### src/rtl/dct8x8_2d_seq_if.sv
// Handshake bundle for the 8x8 2-D DCT sequencer: row input, 1-D unit port, column output.
// The slave view is the sequencer; the master view is its environment.
interface dct8x8_2d_seq_if #(
    parameter int W = 16,
    parameter int N = 8
);
    logic           in_valid;
    logic           in_ready;
    logic [N*W-1:0] in_row;
    logic           dct_start;
    logic [N*W-1:0] dct_x;
    logic [N*W-1:0] dct_X;
    logic           dct_done;
    logic           out_valid;
    logic           out_ready;
    logic [N*W-1:0] out_col;
    logic [2:0]     out_idx;
    logic           out_last;
    logic           busy;

    modport slave (
        input  in_valid, in_row, dct_X, dct_done, out_ready,
        output in_ready, dct_start, dct_x, out_valid, out_col, out_idx, out_last, busy
    );

    modport master (
        output in_valid, in_row, dct_X, dct_done, out_ready,
        input  in_ready, dct_start, dct_x, out_valid, out_col, out_idx, out_last, busy
    );
endinterface

### src/rtl/dct8x8_2d_seq.sv
// 8x8 2-D DCT sequencer: rows through a shared 1-D unit into a transpose buffer,
// then buffer columns back through the same unit and out with a valid/ready handshake.

// One transpose-buffer row; lane k of the column read is row k, element sel.
module dct8x8_2d_seq_lane #(
    parameter int W  = 16,
    parameter int N  = 8,
    parameter int CW = 3
) (
    input  logic                clk,
    input  logic                we,
    input  logic [N-1:0][W-1:0] wdata,
    input  logic [CW-1:0]       sel,
    output logic [W-1:0]        rdata
);
    logic [N-1:0][W-1:0] row_q;

    always_ff @(posedge clk) begin
        if (we) row_q <= wdata;
    end

    assign rdata = row_q[sel];
endmodule

module dct8x8_2d_seq #(
    parameter int W = 16,
    parameter int N = 8
) (
    input logic              clk,
    input logic              rst,
    dct8x8_2d_seq_if.slave   bus
);
    localparam int CW = $clog2(N);

    typedef enum logic [2:0] {ROW_ISSUE, ROW_WAIT, COL_ISSUE, COL_WAIT, COL_OUT} state_t;

    state_t              state, state_nxt;
    logic [CW-1:0]       cnt;
    logic                row_wr;
    logic [N-1:0][W-1:0] col_rd;
    logic [N-1:0][W-1:0] out_col_q;
    logic [2:0]          out_idx_q;
    logic                out_last_q;

    assign row_wr = (state == ROW_WAIT) && bus.dct_done;

    for (genvar k = 0; k < N; k++) begin : g_lane
        dct8x8_2d_seq_lane #(.W(W), .N(N), .CW(CW)) u_lane (
            .clk   (clk),
            .we    (row_wr && (cnt == CW'(k))),
            .wdata (bus.dct_X),
            .sel   (cnt),
            .rdata (col_rd[k])
        );
    end

    always_ff @(posedge clk) begin
        if (rst) state <= ROW_ISSUE;
        else     state <= state_nxt;
    end

    // dct_done outside the two WAIT states never reaches a transition, so strays are dropped
    always_comb begin
        state_nxt = state;
        case (state)
            ROW_ISSUE: if (bus.in_valid)  state_nxt = ROW_WAIT;
            ROW_WAIT:  if (bus.dct_done)  state_nxt = (cnt == CW'(N-1)) ? COL_ISSUE : ROW_ISSUE;
            COL_ISSUE:                    state_nxt = COL_WAIT;
            COL_WAIT:  if (bus.dct_done)  state_nxt = COL_OUT;
            COL_OUT:   if (bus.out_ready) state_nxt = (cnt == CW'(N-1)) ? ROW_ISSUE : COL_ISSUE;
            default:                      state_nxt = ROW_ISSUE;
        endcase
    end

    // cnt is 3 bits with N fixed at 8, so 7+1 wraps to 0 for the next phase
    always_ff @(posedge clk) begin
        if (rst) begin
            cnt        <= '0;
            out_col_q  <= '0;
            out_idx_q  <= '0;
            out_last_q <= 1'b0;
        end else begin
            if (row_wr || ((state == COL_OUT) && bus.out_ready)) cnt <= cnt + 1'b1;
            if ((state == COL_WAIT) && bus.dct_done) begin
                out_col_q  <= bus.dct_X;
                out_idx_q  <= cnt;
                out_last_q <= (cnt == CW'(N-1));
            end
        end
    end

    // rst masks the combinational outputs so the reset cycle itself looks idle
    always_comb begin
        bus.in_ready  = 1'b0;
        bus.dct_start = 1'b0;
        bus.dct_x     = '0;
        bus.out_valid = 1'b0;
        case (state)
            ROW_ISSUE: begin
                bus.in_ready  = 1'b1;
                bus.dct_start = bus.in_valid && !rst;
                bus.dct_x     = bus.in_row;
            end
            COL_ISSUE: begin
                bus.dct_start = !rst;
                bus.dct_x     = col_rd;
            end
            COL_OUT:   bus.out_valid = !rst;
            default:   ;
        endcase
        if (rst) bus.in_ready = 1'b1;
        bus.busy = !rst && !((state == ROW_ISSUE) && (cnt == '0));
    end

    assign bus.out_col  = out_col_q;
    assign bus.out_idx  = out_idx_q;
    assign bus.out_last = out_last_q;
endmodule

### src/flat_wrapper.sv
// flat-port wrapper written by rule: the top's interface ports become plain ports
module dct8x8_2d_seq_flat 
#(
    parameter int W = 16,
    parameter int N = 8
)
  (clk, rst, bus_in_valid, bus_in_row, bus_dct_X, bus_dct_done, bus_out_ready, bus_in_ready, bus_dct_start, bus_dct_x, bus_out_valid, bus_out_col, bus_out_idx, bus_out_last, bus_busy);
  dct8x8_2d_seq_if #(.W(W), .N(N)) bus_i ();
  input logic clk;
  input logic rst;
  input wire logic [$bits(bus_i.in_valid)-1:0] bus_in_valid;
  input wire logic [$bits(bus_i.in_row)-1:0] bus_in_row;
  input wire logic [$bits(bus_i.dct_X)-1:0] bus_dct_X;
  input wire logic [$bits(bus_i.dct_done)-1:0] bus_dct_done;
  input wire logic [$bits(bus_i.out_ready)-1:0] bus_out_ready;
  output wire logic [$bits(bus_i.in_ready)-1:0] bus_in_ready;
  output wire logic [$bits(bus_i.dct_start)-1:0] bus_dct_start;
  output wire logic [$bits(bus_i.dct_x)-1:0] bus_dct_x;
  output wire logic [$bits(bus_i.out_valid)-1:0] bus_out_valid;
  output wire logic [$bits(bus_i.out_col)-1:0] bus_out_col;
  output wire logic [$bits(bus_i.out_idx)-1:0] bus_out_idx;
  output wire logic [$bits(bus_i.out_last)-1:0] bus_out_last;
  output wire logic [$bits(bus_i.busy)-1:0] bus_busy;
  assign bus_i.in_valid = bus_in_valid;
  assign bus_i.in_row = bus_in_row;
  assign bus_i.dct_X = bus_dct_X;
  assign bus_i.dct_done = bus_dct_done;
  assign bus_i.out_ready = bus_out_ready;
  assign bus_in_ready = bus_i.in_ready;
  assign bus_dct_start = bus_i.dct_start;
  assign bus_dct_x = bus_i.dct_x;
  assign bus_out_valid = bus_i.out_valid;
  assign bus_out_col = bus_i.out_col;
  assign bus_out_idx = bus_i.out_idx;
  assign bus_out_last = bus_i.out_last;
  assign bus_busy = bus_i.busy;
  dct8x8_2d_seq #(.W(W), .N(N)) u_core (.clk(clk), .rst(rst), .bus(bus_i));
endmodule
### config.mk
export PLATFORM = sky130hd
export DESIGN_NAME = dct8x8_2d_seq_flat
export DESIGN_NICKNAME = d
export VERILOG_FILES = /design/src/rtl/dct8x8_2d_seq_if.sv /design/src/rtl/dct8x8_2d_seq.sv /design/src/flat_wrapper.sv
export SDC_FILE = /design/constraint.sdc
export NUM_CORES = 1
export LEC_CHECK = 0
export CAP_MARGIN = 20
export CORE_ASPECT_RATIO = 0.75
export CORE_MARGIN = 4
export CORE_UTILIZATION = 55
export CTS_CLUSTER_SIZE = 14
export DETAILED_ROUTE_END_ITERATION = 6
export PLACE_DENSITY_LB_ADDON = 0.2
export SLEW_MARGIN = 30
export SYNTH_ARGS = -nofsm -noshare
export SYNTH_HDL_FRONTEND = slang
export SYNTH_HIERARCHICAL = 1
export SYNTH_SLANG_ARGS = --single-unit
### constraint.sdc
create_clock -name clk -period 13.1 [get_ports clk]
set_input_delay 3.275 -clock clk [delete_from_list [all_inputs] [get_ports clk]]
set_output_delay 3.275 -clock clk [all_outputs]
set_load 0.02 [all_outputs]
==> results of run 1 <==
[cells in the mapped netlist (2+ instances only)]
master / instances
edfxtp_1: 1024
nand2_1: 264
mux4_1: 224
dfxtp_1: 138
a21oi_1: 134
mux2_2: 130
a22o_1: 128
buf_2: 46
clkbuf_1: 46
buf_6: 32
mux4_2: 32
buf_1: 16
clkbuf_2: 8
nor2_1: 7
ha_1: 6
and2_1: 5
and3_1: 3
inv_1: 3
nand3b_1: 3
nor3_1: 3
and3b_1: 2
nand2b_1: 2
nor4b_1: 2
[worst register-to-register path, delay by kind of cell, from the launching register on]
family	cells	cell delay, ps
flip-flops	1	670
buffers and inverters	4	1730
adder cells (fa/ha/maj)	2	750
AND/OR/NAND/NOR	1	810
[power groups by stage]
| stage | Combinational [mW] | Sequential [mW] | Clock (mW) |
|---|---|---|---|
| final | 0.788 | 4.09 | 3.01 |
| after global routing | 0.825 | 4.09 | 3.24 |
| after CTS | 0.787 | 4.09 | 3.06 |
| after detailed placement | 0.783 | 4.17 | 0 |
| after global placement | 0.769 | 4.17 | 0 |
| after floorplan | 0.409 | 4.17 | 0 |
[final cells by class]
cell class,instances,share of cell area
sequential,1162,0.607
inverter,3,0.000204
tap,1116,0.0253
antenna,1,0.0000453
clock inverter,46,0.00739
clock buffer,148,0.0543
multi-input combinational,959,0.204
timing repair buffer,554,0.101
[metal layers]
metal	global-route usage	wire length [um]
met5	0	84
met2	0.385	52900
met1	0.363	46200
met4	0.0675	2840
met3	0.0669	9810
[final timing paths]
check,end,slack [ps],cells past startpoint
worst min-delay path,u_core/bus.out_col[107]$_SDFFE_PP0P_,450,2
worst min register to register,u_core/bus.out_col[107]$_SDFFE_PP0P_,450,2
worst max register to register,u_core/g_lane[7].u_lane/row_q[87]$_DFFE_PP_,8780,7
worst max-delay path,bus_in_ready,5070,3
[registers in the layout (all words and copies together) (netlist names)]
signal and count:
u_core/bus.out_col 128, u_core/bus.out_idx 3, u_core/bus.out_last 1, u_core/cnt 3, u_core/state 3, u_core/g_lane.u_lane/row_q 1024
[metrics by stage]
stage          area (um2)  worst slack (ps)
3_3_place_gp        51600              5090
6_report            55200              5070
3_5_place_dp        51600              5100
5_1_grt             55200              5000
4_1_cts             55000              5090
2_1_floorplan       45600              5440
[cell families (layout without fill, tap and decap cells)]
group	count (synthesis)	count (layout)	share of synthesized area
adder cells (fa/ha/maj)	6	6	0.00165
multiplexers	387	387	0.177
other	0	1	0
AND/OR/NAND/NOR	299	299	0.0267
flip-flops	1162	1162	0.735
AO/OA/AOI/OAI	267	267	0.0401
buffers and inverters	151	751	0.0192
==> metrics, run 1 <==
WP data required=approximately 10000 ps; gpl congestion=between 0.7 and 0.8; Syn. warnings=6; Pint=6.17 mW; # nets final=3052; Setup TNS Final=0 ps; Yosys top cell by area=edfxtp_1; Die Ht=257 um; Clock Path Buffers=3; RSZ-0062 raised after global routing=no; vias per inst=between 6 and 7; worst path arrival time=roughly 4800 ps; post-CTS setup buffer count=0; # fillers=around 5300; Mean Syn Cell Area=20.1 um2; GR Util All Layers=0.251; critical path buffer and inverter count=2; DRT Wirelength=112000 um; Pins Over Slew Limit=0; HP Class=register to register; starting density of the core=0.555; Crit path largest cell delay=about 600 ps; Hold Worst Slack=between 400 and 500 ps; placed cell count=3789; die extent in x=approximately 340 um; Yosys reg bits=approximately 1200; row count=just over 90; grt ovf=0; peak supply drop=around 0.00010 V; clk root buf=clkbuf_16; overall power=7.89 mW; post_cts resized=0; DR WL/cell=about 28 um; global-route wire length before repair=roughly 160000 um; Slowest-stage cell, CP=clkdlybuf4s50_1; register area=approximately 0.034 mm2; Worst-path clk slew=around 60 ps; crit-path cells=buf_6 -> or2_2 -> clkdlybuf4s50_1; number of nets with antenna violations after routing=0; crit start category=input port; TritonCTS clock tree=done; largest net degree at the start of global routing=between 100 and 150; Slew headroom=0.350; cts hold-fix bufs=0; Tightest Pin Transition=976 ps; Fin Clk Skew=around 26 ps; Seq/Total Area, Yosys=0.735; Seq pwr share=0.518; I/O pin count=between 500 and 600; core region area=around 0.08 mm2; Clock Power Share=0.382; worst setup path start=rst; Psw=~1.7 mW; Non-Filler Instances=3989; die area=~0.09 mm2; Fmax=roughly 120 MHz; Tmin final=8030 ps; FF-to-FF Start=u_core/cnt[0]$_SDFFE_PP0P_; area delta synth->final=21.0%; Yosys top cell area share=0.674; initial detailed-routing violation count=about 2300; status=completed; syn_nets=around 2500; Switching Share=0.218; hold path startpoint=u_core/bus.out_col[107]$_SDFFE_PP0P_; vias in the first global route=around 24000; Clock Latency Late Sink=about 670 ps; final worst-path cycle share=0.613; H-tree depth=3; most frequent cells in the layout=1024 x edfxtp_1, 523 x clkdlybuf4s50_1, 264 x nand2_1; Inserted Clock Buffers=around 110; Max-Cap Viols=0; leak pwr=17.5 nW; gate count of the mapped netlist=roughly 2300; post-synth cell types=37; Top delay family on crit path=buffers and inverters; CP Class=input port to output pin; routed via count=24200; Post-synth EDFFs=1024; commonest non-fill, non-tap cell in the layout=edfxtp_1; area of the multi-input gates=0.0112 mm2; combinational power share=0.100; cell area after synthesis=roughly 0.046 mm2; Worst Setup End Kind=output pin; ys async rst share=0; Sink Count=~1200; # port buffers=about 520; Pwr Density=143 mW/mm2; CP max FO=95; endpoints failing setup=0; share of layout cells above drive strength 1=0.127; number of hold violations in the final report=0; top_reg_cell synth=edfxtp_1; Area contributors post-synth=edfxtp_1 67%, mux4_1 13%, dfxtp_1 6.1%, mux2_2 3.2%, a22o_1 2.5%; final core utilization=0.671; # DRC=0; drt first pass iters=7; Post-DP HPWL=a little under 70000 um; initial antenna violation count=9
No activity file was read; power rests on OpenSTA's default activity.
==> run 2, diff against run 1 <==
clock period = 8.4 ns   (was 13.1 ns; I/O delays follow)
==> metrics, run 2 (synthesis gave the netlist of run 1 again) <==
status=completed; H-tree depth=3; Tmin final=between 6000 and 7000 ps; worst path arrival time=4060 ps; routed via count=~24000; hold path startpoint=u_core/bus.out_col[111]$_SDFFE_PP0P_; post-layout instance area=~0.055 mm2; Post-Place Cell Area=0.0517 mm2; clk root buf=clkbuf_16; RSZ-0062 raised after global routing=no; most frequent cells in the layout=1024 x edfxtp_1, 523 x clkdlybuf4s50_1, 264 x nand2_1; share of layout cells above drive strength 1=0.127; core region area=0.0822 mm2; crit start category=register; max reg flops=between 1000 and 1500; starting density of the core=0.555; Fin Clk Skew=21.9 ps; # nets final=3054; largest net degree at the start of global routing=151; DRT Wirelength=roughly 110000 um; Slew headroom=0.368; commonest non-fill, non-tap cell in the layout=edfxtp_1; Worst Setup End Kind=output pin; post_cts resized=0; peak supply drop=~0.00017 V; die area=0.0876 mm2; number of nets with antenna violations after routing=0; smallest setup slack after layout=2240 ps; Max-Cap Viols=0; worst setup path start=u_core/cnt[0]$_SDFFE_PP0P_; WP data required=around 6300 ps; drt first pass iters=5; TritonCTS clock tree=done; I/O pin count=approximately 530; GR Util All Layers=0.249; Inserted Clock Buffers=between 100 and 150; # DRC=0; Clock Path Buffers=3; gpl congestion=0.792; HP Class=register to register; Biggest register=u_core/g_lane.u_lane/row_q; area delta synth->final=21.3%; CP max FO=about 110; row count=91; endpoints failing setup=0; cts hold-fix bufs=0; Pwr Density=225 mW/mm2; grt ovf=0; initial antenna violation count=10; overall power=about 12 mW; initial detailed-routing violation count=about 2400; Fmax=162 MHz; leak pwr=~18 nW; Tightest Pin Transition=between 900 and 1000 ps; placed cell count=3793; Clock Latency Late Sink=about 670 ps; global-route wire length before repair=162000 um; Post-DP HPWL=between 60000 and 70000 um; final core utilization=0.673; DR WL/cell=between 20 and 30 um; Pins Over Slew Limit=0; FF-to-FF Start=u_core/cnt[1]$_SDFFE_PP0P_; Sink Count=between 1000 and 1500; CP Class=register to output pin; vias in the first global route=24200; Hold Worst Slack=between 400 and 500 ps; Setup TNS Final=0 ps; Non-Filler Instances=~4000; Worst-path clk slew=60 ps; Die Ht=257 um; final worst-path cycle share=0.734; pre-CTS setup slack=between 2000 and 3000 ps; # port buffers=between 500 and 600; vias per inst=~6; post-CTS setup buffer count=0; number of hold violations in the final report=0; die extent in x=between 300 and 400 um
-- run 2: worst paths after layout --
check             cells after the start                                            to  slack, ps
setup / recovery                      5                                 bus_dct_x[55]       2240
hold / removal                        2          u_core/bus.out_col[111]$_SDFFE_PP0P_        450
setup reg to reg                      5  u_core/g_lane[7].u_lane/row_q[114]$_DFFE_PP_       4510
hold reg to reg                       2          u_core/bus.out_col[111]$_SDFFE_PP0P_        450
-- run 2: power by group --
group / internal, mW / switching (mW) / leakage (nW)
clock: 2.80 / 2.02 / 1.74
combinational: 0.576 / 0.644 / 5.52
sequential: 6.34 / 0.0328 / 10.3
total: 9.72 / 2.70 / 17.6
-- run 2: routing by layer --
layer | up-vias | part of all wire | track usage
li1 | 10400 | - | -
met2 | 1024 | 0.49 | 0.395
met3 | 120 | 0.078 | 0.0513
met5 | - | 0.00049 | 0
met1 | 12600 | 0.42 | 0.365
met4 | 8 | 0.017 | 0.0537
-- run 2: worst max-delay path, cell delays in order (launching register included) --
cell             delay (ps)
dfxtp_4                 750
buf_12                  530
mux4_1                  780
mux2_2                  350
a22o_1                  210
clkdlybuf4s50_1         530
-- run 2: cell type report --
class / instances / area, um2
diodes: 1 / 2.50
clock buffers: 163 / 3100
clock inverters: 39 / 448
fillers: 5380 / 26900
inverters: 3 / 11.3
multi-input cells: 959 / 11200
flip-flops and latches: 1162 / 33500
well taps: 1116 / 1400
repair buffers: 554 / 5570
